### src/rtl/des_match_collector_pkg.sv
// Shared types and constants for the DES match collector.
package des_match_collector_pkg;

    localparam int unsigned DES_W     = 64;
    localparam int unsigned N_DEF     = 64;
    localparam int unsigned CNT_W_DEF = 32;
    localparam int unsigned DEPTH_DEF = 4;

    typedef enum logic [1:0] {
        ST_IDLE    = 2'd0,
        ST_COLLECT = 2'd1,
        ST_DRAIN   = 2'd2,
        ST_DONE    = 2'd3
    } state_e;

    // Ciphertext matches when every bit selected by mask equals the target.
    function automatic logic masked_eq(input logic [DES_W-1:0] cipher,
                                       input logic [DES_W-1:0] target,
                                       input logic [DES_W-1:0] mask);
        return ((cipher ^ target) & mask) == '0;
    endfunction

endpackage

### src/rtl/des_match_collector_if.sv
// Pair input and hit output handshake bundle for the DES match collector.
interface des_match_collector_if
    import des_match_collector_pkg::*;
#(
    parameter int unsigned N = N_DEF
);

    logic             in_valid;
    logic [N-1:0]     in_msg;
    logic [DES_W-1:0] in_cipher;
    logic             hit_valid;
    logic             hit_ready;
    logic [N-1:0]     hit_msg;

    modport master (
        output in_valid, in_msg, in_cipher, hit_ready,
        input  hit_valid, hit_msg
    );

    modport slave (
        input  in_valid, in_msg, in_cipher, hit_ready,
        output hit_valid, hit_msg
    );

endinterface

### src/rtl/des_match_collector_hit_fifo.sv
// Synchronous FIFO with first-word fall-through head and synchronous clear.
module des_match_collector_hit_fifo #(
    parameter int unsigned W     = 64,
    parameter int unsigned DEPTH = 4
) (
    input  logic         clk,
    input  logic         rst_n,
    input  logic         clr_i,
    input  logic         push_i,
    input  logic         pop_i,
    input  logic [W-1:0] din_i,
    output logic [W-1:0] dout_o,
    output logic         full_o,
    output logic         empty_o
);

    localparam int unsigned AW = $clog2(DEPTH);
    localparam int unsigned PW = AW + 1;

    logic [W-1:0]  mem_q [DEPTH];
    logic [PW-1:0] wr_q, wr_d;
    logic [PW-1:0] rd_q, rd_d;
    logic          do_push_c;
    logic          do_pop_c;

    // Extra pointer bit distinguishes full from empty when indices coincide.
    assign empty_o   = (wr_q == rd_q);
    assign full_o    = (wr_q[AW] != rd_q[AW]) && (wr_q[AW-1:0] == rd_q[AW-1:0]);
    assign do_pop_c  = pop_i && !empty_o;
    assign do_push_c = push_i && (!full_o || do_pop_c);
    assign dout_o    = mem_q[rd_q[AW-1:0]];

    always_comb begin
        wr_d = wr_q;
        rd_d = rd_q;
        if (clr_i) begin
            wr_d = '0;
            rd_d = '0;
        end else begin
            if (do_push_c) wr_d = wr_q + PW'(1);
            if (do_pop_c)  rd_d = rd_q + PW'(1);
        end
    end

    always_ff @(posedge clk or negedge rst_n) begin
        if (!rst_n) begin
            wr_q <= '0;
            rd_q <= '0;
        end else begin
            wr_q <= wr_d;
            rd_q <= rd_d;
        end
    end

    always_ff @(posedge clk) begin
        if (do_push_c && !clr_i) mem_q[wr_q[AW-1:0]] <= din_i;
    end

endmodule

### src/rtl/des_match_collector.sv
// Compares DES results against a masked target, counts pairs/matches and
// buffers matching messages for the host.
module des_match_collector
    import des_match_collector_pkg::*;
#(
    parameter int unsigned N     = N_DEF,
    parameter int unsigned DEPTH = DEPTH_DEF,
    parameter int unsigned CNT_W = CNT_W_DEF
) (
    input  logic                 clk,
    input  logic                 rst_n,
    input  logic                 start,
    input  logic [DES_W-1:0]     target,
    input  logic [DES_W-1:0]     mask,
    input  logic                 src_done,
    des_match_collector_if.slave bus,
    output logic [CNT_W-1:0]     processed_count,
    output logic [CNT_W-1:0]     match_count,
    output logic                 overflow,
    output logic                 done
);

    state_e           state_q, state_d;
    logic             stage_vld_q, stage_vld_d;
    logic             stage_eq_q, stage_eq_d;
    logic [N-1:0]     stage_msg_q, stage_msg_d;
    logic [CNT_W-1:0] processed_q, processed_d;
    logic [CNT_W-1:0] match_q, match_d;
    logic             ovf_q, ovf_d;
    logic             done_q, done_d;

    logic             accept_c;
    logic             hit_c;
    logic             fifo_full;
    logic             fifo_empty;
    logic             fifo_pop_c;

    // start wins over any pair or stage retirement in the same cycle.
    assign accept_c   = (state_q == ST_COLLECT) && bus.in_valid && !start;
    assign hit_c      = stage_vld_q && stage_eq_q && !start;
    assign fifo_pop_c = bus.hit_ready && !fifo_empty;

    always_comb begin
        state_d     = state_q;
        stage_vld_d = accept_c;
        stage_eq_d  = accept_c && masked_eq(bus.in_cipher, target, mask);
        stage_msg_d = accept_c ? bus.in_msg : stage_msg_q;
        processed_d = processed_q;
        match_d     = match_q;
        ovf_d       = ovf_q;

        if (start) begin
            processed_d = '0;
            match_d     = '0;
            ovf_d       = 1'b0;
        end else begin
            if (accept_c && (processed_q != '1)) processed_d = processed_q + CNT_W'(1);
            if (hit_c && (match_q != '1))        match_d     = match_q + CNT_W'(1);
            if (hit_c && fifo_full && !fifo_pop_c) ovf_d     = 1'b1;
        end

        case (state_q)
            ST_IDLE:    state_d = ST_IDLE;
            ST_COLLECT: if (src_done) state_d = ST_DRAIN;
            ST_DRAIN:   if (!stage_vld_d) state_d = ST_DONE;
            ST_DONE:    state_d = ST_DONE;
            default:    state_d = ST_IDLE;
        endcase
        if (start) state_d = ST_COLLECT;

        done_d = (state_d == ST_DONE);
    end

    always_ff @(posedge clk or negedge rst_n) begin
        if (!rst_n) begin
            state_q     <= ST_IDLE;
            stage_vld_q <= 1'b0;
            stage_eq_q  <= 1'b0;
            stage_msg_q <= '0;
            processed_q <= '0;
            match_q     <= '0;
            ovf_q       <= 1'b0;
            done_q      <= 1'b0;
        end else begin
            state_q     <= state_d;
            stage_vld_q <= stage_vld_d;
            stage_eq_q  <= stage_eq_d;
            stage_msg_q <= stage_msg_d;
            processed_q <= processed_d;
            match_q     <= match_d;
            ovf_q       <= ovf_d;
            done_q      <= done_d;
        end
    end

    des_match_collector_hit_fifo #(
        .W     (N),
        .DEPTH (DEPTH)
    ) u_hit_fifo (
        .clk     (clk),
        .rst_n   (rst_n),
        .clr_i   (start),
        .push_i  (hit_c),
        .pop_i   (bus.hit_ready),
        .din_i   (stage_msg_q),
        .dout_o  (bus.hit_msg),
        .full_o  (fifo_full),
        .empty_o (fifo_empty)
    );

    assign bus.hit_valid   = !fifo_empty;
    assign processed_count = processed_q;
    assign match_count     = match_q;
    assign overflow        = ovf_q;
    assign done            = done_q;

endmodule

### src/flat_wrapper.sv
// flat-port wrapper written by rule: the top's interface ports become plain ports
module des_match_collector_flat import des_match_collector_pkg::*;
#(
    parameter int unsigned N     = N_DEF,
    parameter int unsigned DEPTH = DEPTH_DEF,
    parameter int unsigned CNT_W = CNT_W_DEF
)
  (clk, rst_n, start, target, mask, src_done, processed_count, match_count, overflow, done, bus_in_valid, bus_in_msg, bus_in_cipher, bus_hit_ready, bus_hit_valid, bus_hit_msg);
  des_match_collector_if #(.N(N)) bus_i ();
  input  logic clk;
  input  logic rst_n;
  input  logic start;
  input  logic [DES_W-1:0] target;
  input  logic [DES_W-1:0] mask;
  input  logic src_done;
  output logic [CNT_W-1:0] processed_count;
  output logic [CNT_W-1:0] match_count;
  output logic overflow;
  output logic done;
  input wire logic [$bits(bus_i.in_valid)-1:0] bus_in_valid;
  input wire logic [$bits(bus_i.in_msg)-1:0] bus_in_msg;
  input wire logic [$bits(bus_i.in_cipher)-1:0] bus_in_cipher;
  input wire logic [$bits(bus_i.hit_ready)-1:0] bus_hit_ready;
  output wire logic [$bits(bus_i.hit_valid)-1:0] bus_hit_valid;
  output wire logic [$bits(bus_i.hit_msg)-1:0] bus_hit_msg;
  assign bus_i.in_valid = bus_in_valid;
  assign bus_i.in_msg = bus_in_msg;
  assign bus_i.in_cipher = bus_in_cipher;
  assign bus_i.hit_ready = bus_hit_ready;
  assign bus_hit_valid = bus_i.hit_valid;
  assign bus_hit_msg = bus_i.hit_msg;
  des_match_collector #(.N(N), .DEPTH(DEPTH), .CNT_W(CNT_W)) u_core (.clk(clk), .rst_n(rst_n), .start(start), .target(target), .mask(mask), .src_done(src_done), .bus(bus_i), .processed_count(processed_count), .match_count(match_count), .overflow(overflow), .done(done));
endmodule
### config.mk
export PLATFORM = sky130hd
export DESIGN_NAME = des_match_collector_flat
export DESIGN_NICKNAME = d
export VERILOG_FILES = /design/src/rtl/des_match_collector_pkg.sv /design/src/rtl/des_match_collector_if.sv /design/src/rtl/des_match_collector_hit_fifo.sv /design/src/rtl/des_match_collector.sv /design/src/flat_wrapper.sv
export SDC_FILE = /design/constraint.sdc
export NUM_CORES = 1
export LEC_CHECK = 0
export ABC_AREA = 1
export CORE_UTILIZATION = 50
export DETAILED_ROUTE_END_ITERATION = 7
export PLACE_DENSITY_LB_ADDON = 0.12
export SLEW_MARGIN = 20
export SYNTH_ARGS = -nofsm -noshare
export SYNTH_HDL_FRONTEND = slang
export SYNTH_SLANG_ARGS = --single-unit
export TNS_END_PERCENT = 100
### constraint.sdc
create_clock -name clk -period 5.3 [get_ports clk]
set_clock_uncertainty 0.05 [all_clocks]
set_input_delay 1.06 -clock clk [delete_from_list [all_inputs] [get_ports clk]]
set_output_delay 1.06 -clock clk [all_outputs]
set_load 0.03 [all_outputs]
==> impl_metrics.toml, run 1 <==
[status]
outcome = "complete, no violations"

[timing]
tns_ns = 0
relSlewSlack_pct = 44.6
fin_crit_ns = 4.59
setup_viol = 0
finalCritPeriodShare_pct = 86.6
drv_slew = 0
rsz0062_at_grt = "false"
hold_viol = 0
worst_pin_slew_ns = 0.827
fmax_mhz = 218
setup_ws_ns = 0.713

[clock_tree]
root_buffer = "clkbuf_16"
clock-sinks = 396
cts-htree-levels = 2
post_cts.repair.setup_buffers = 0
cts_resized = 0
cts_tree = "done"
cts_hold_buffers = 0
cts.path.max_buffers = 3
insertion_delay_ns = 0.53
cts-buffers-inserted = 40
clkTransAtPathRegs_ns = 0.06

[placed_design]
io_buffers = 392
dp_hpwl_um = 32900
pre_cts_slack_ns = 1.39
place_congestion = 0.892

[synth]
syn-num-nets = 2170
avgSynthCellArea_um2 = 9.45
ys_seq_area_share_pct = 62.3
ys_seq_elements = 396
synthTopCellsByArea = "edfxtp_1 (43%), dfrtp_1 (19%), nand2_1 (11%)"
syn-cell-area_um2 = 18000
yosysWarnings = 0
yosysTopAreaCell = "edfxtp_1"
ys_types = 38
syn_inst = 1901
yosysTopAreaCellShare_pct = 42.8

[global_routing]
use_met2_pct = 45.3
overflow = 0
groute.usage.overall_pct = 26.7
grt_start_max_net_pins = 87
grt_pass1_vias = 14152
grtUsageMet1_pct = 33.9
grt_first_pass_wirelength_um = 74900
grt_most_used_layer = "met2"
use_met3_pct = 5.26
antenna_found_initial = 3

[cells_and_area]
n_fill_cell = 2850
layout.nets = 2547
mostFrequentLayoutCell = "nand2_1"
final_cell_mix = "nand2_1 (518), clkdlybuf4s50_1 (391), edfxtp_1 (256)"
drive_gt1_share_pct = 5.84
area_growth_pct = 31.8

[power]
power.static_leakage_nw = 9.54
ir_drop_uv = 372
cellPowerDensity_nw_per_um2 = 383
power.total_mw = 9.06

[drt]
viasPerCell = 5.29
wl_um = 49000
drtIter0Drc = 978
drc_errors = 0
postRouteAntennaNets = 0
vias = 14670
drt_first_pass_iters = 5
wire_per_inst_um = 17.7

[worst_setup_path]
rrSetupSlack_ns = 1.95
critPathKind = "reg -> out"
r2r_end = "u_core.u_hit_fifo.mem_q[2][56]"
cp-startpoint = "u_core.u_hit_fifo.rd_q[0]"
crit_end = "bus_hit_msg[60]"
end_kind = "output port"
r2r-start = "u_core.u_hit_fifo.rd_q[0]"
critPathArrivalTime_ns = 3.48
startpoint_type = "register"
cp.required_ns = 4.19
path_max_fanout = 66
worst_r2r_path_depth = 7

[die]
start_util_pct = 50.7
rows = 69
core_um2 = 35500
io_pins = 393
dieArea_um2 = 36700
dieHeight_um = 192
dieWidth_um = 192

[job]
drv_cap = 0

[min_path]
min_from = "u_core.overflow"
min_path_type = "reg -> reg"
## worst min-delay path by stage
stage	cells past startpoint	endpoint	slack [ns]
after global placement	1	u_core.overflow	0.43
after CTS	1	u_core.overflow	0.45
final	1	u_core.overflow	0.45
after global routing	0	u_core.u_hit_fifo.mem_q[3][1]	0.47
after floorplan	0	u_core.u_hit_fifo.mem_q[0][0]	0.43
after detailed placement	1	u_core.overflow	0.44
## cell usage after synthesis
master	count
nand2_4	2
nor2_1	233
and2_1	1
o21ai_2	6
clkbuf_2	1
o22ai_2	3
nor2_2	2
buf_4	3
dfrtp_1	140
nand3_1	163
nand3_2	4
xnor2_1	3
nor2b_1	1
buf_1	8
a21oi_1	14
nand2_2	4
edfxtp_1	256
or2_2	17
a21oi_2	1
nor3_1	15
buf_2	10
xor2_1	27
nor3_2	3
nand2_1	518
clkbuf_1	48
o21ai_1	3
inv_1	149
o21a_1	1
o211ai_1	1
nor2_8	1
inv_2	6
o22ai_1	64
o21ai_0	166
nor3b_1	1
ha_1	7
nand4_1	15
nand3_4	1
buf_6	3
## cell families after synthesis
group           Yosys count  synth area share (%)
compound gates          259                  7.96
flops                   396                  62.3
buf+inv                 228                  5.03
fa+ha+maj                 7                 0.487
xor+xnor                 30                  1.46
simple gates            981                  22.8
## final cells by class
class                   instances  area (um2)  share of cell area (%)
well taps                     461         577                    2.44
multi-input cells            1277        5910                    25.0
diodes                          3        7.51                  0.0317
clock buffers                  59        1180                    5.00
inverters                     155         584                    2.47
repair buffers                408        4110                    17.3
clock inverters                15         111                   0.470
flip-flops and latches        396       11200                    47.3
## per-stage QoR
stage / hold WS, ns / cell area [um2] / util, % / cells
after floorplan: 0.426 / 18000 / - / 1901
after global placement: 0.432 / 22400 / 63.1 / 2697
after detailed placement: 0.437 / 22400 / 63.1 / 2697
after CTS: 0.455 / 23700 / 66.7 / 2771
after global routing: 0.475 / 23700 / 66.7 / 2774
final: 0.447 / 23700 / 66.7 / 2774
## state kept, by name, indices dropped and copies added, names as in the netlist
signal	flops
u_core.state_q	2
u_core.overflow	1
u_core.processed_count	32
u_core.u_hit_fifo.mem_q	256
u_core.stage_vld_q	1
u_core.u_hit_fifo.rd_q	3
u_core.u_hit_fifo.wr_q	3
u_core.done	1
u_core.stage_eq_q	1
u_core.match_count	32
u_core.stage_msg_q	64
## where the power goes
group / internal (mW) / switching [mW]
clock network: 1.61 / 1.15
registers: 3.51 / 0.182
logic: 1.01 / 1.61
total: 6.12 / 2.94
## routing by layer
metal	wire (um)	vias up
met5	0	-
met4	1600	0
met3	3590	90
met2	23900	549
met1	19900	6905
li1	-	7126
## critical path, cell delays in order, from the launching register on
cell	delay, ns
dfrtp_4	0.86
buf_4	0.65
o21ai_0	0.22
o22ai_1	0.39
clkdlybuf4s50_1	0.75
Note: power is estimated with default switching activity, not from simulation.
==> run 2, diff against run 1 <==
--- a/config.mk
+++ b/config.mk
@@ -8,7 +8,9 @@
 export ABC_AREA = 1
 export CORE_UTILIZATION = 50
 export DETAILED_ROUTE_END_ITERATION = 7
+export HOLD_SLACK_MARGIN = 0.12
 export PLACE_DENSITY_LB_ADDON = 0.12
+export SETUP_SLACK_MARGIN = 0.4
 export SLEW_MARGIN = 20
 export SYNTH_ARGS = -nofsm -noshare
 export SYNTH_HDL_FRONTEND = slang
==> results of run 2 <==
No change in the layout: final DEF, timing and power equal those of run 1.
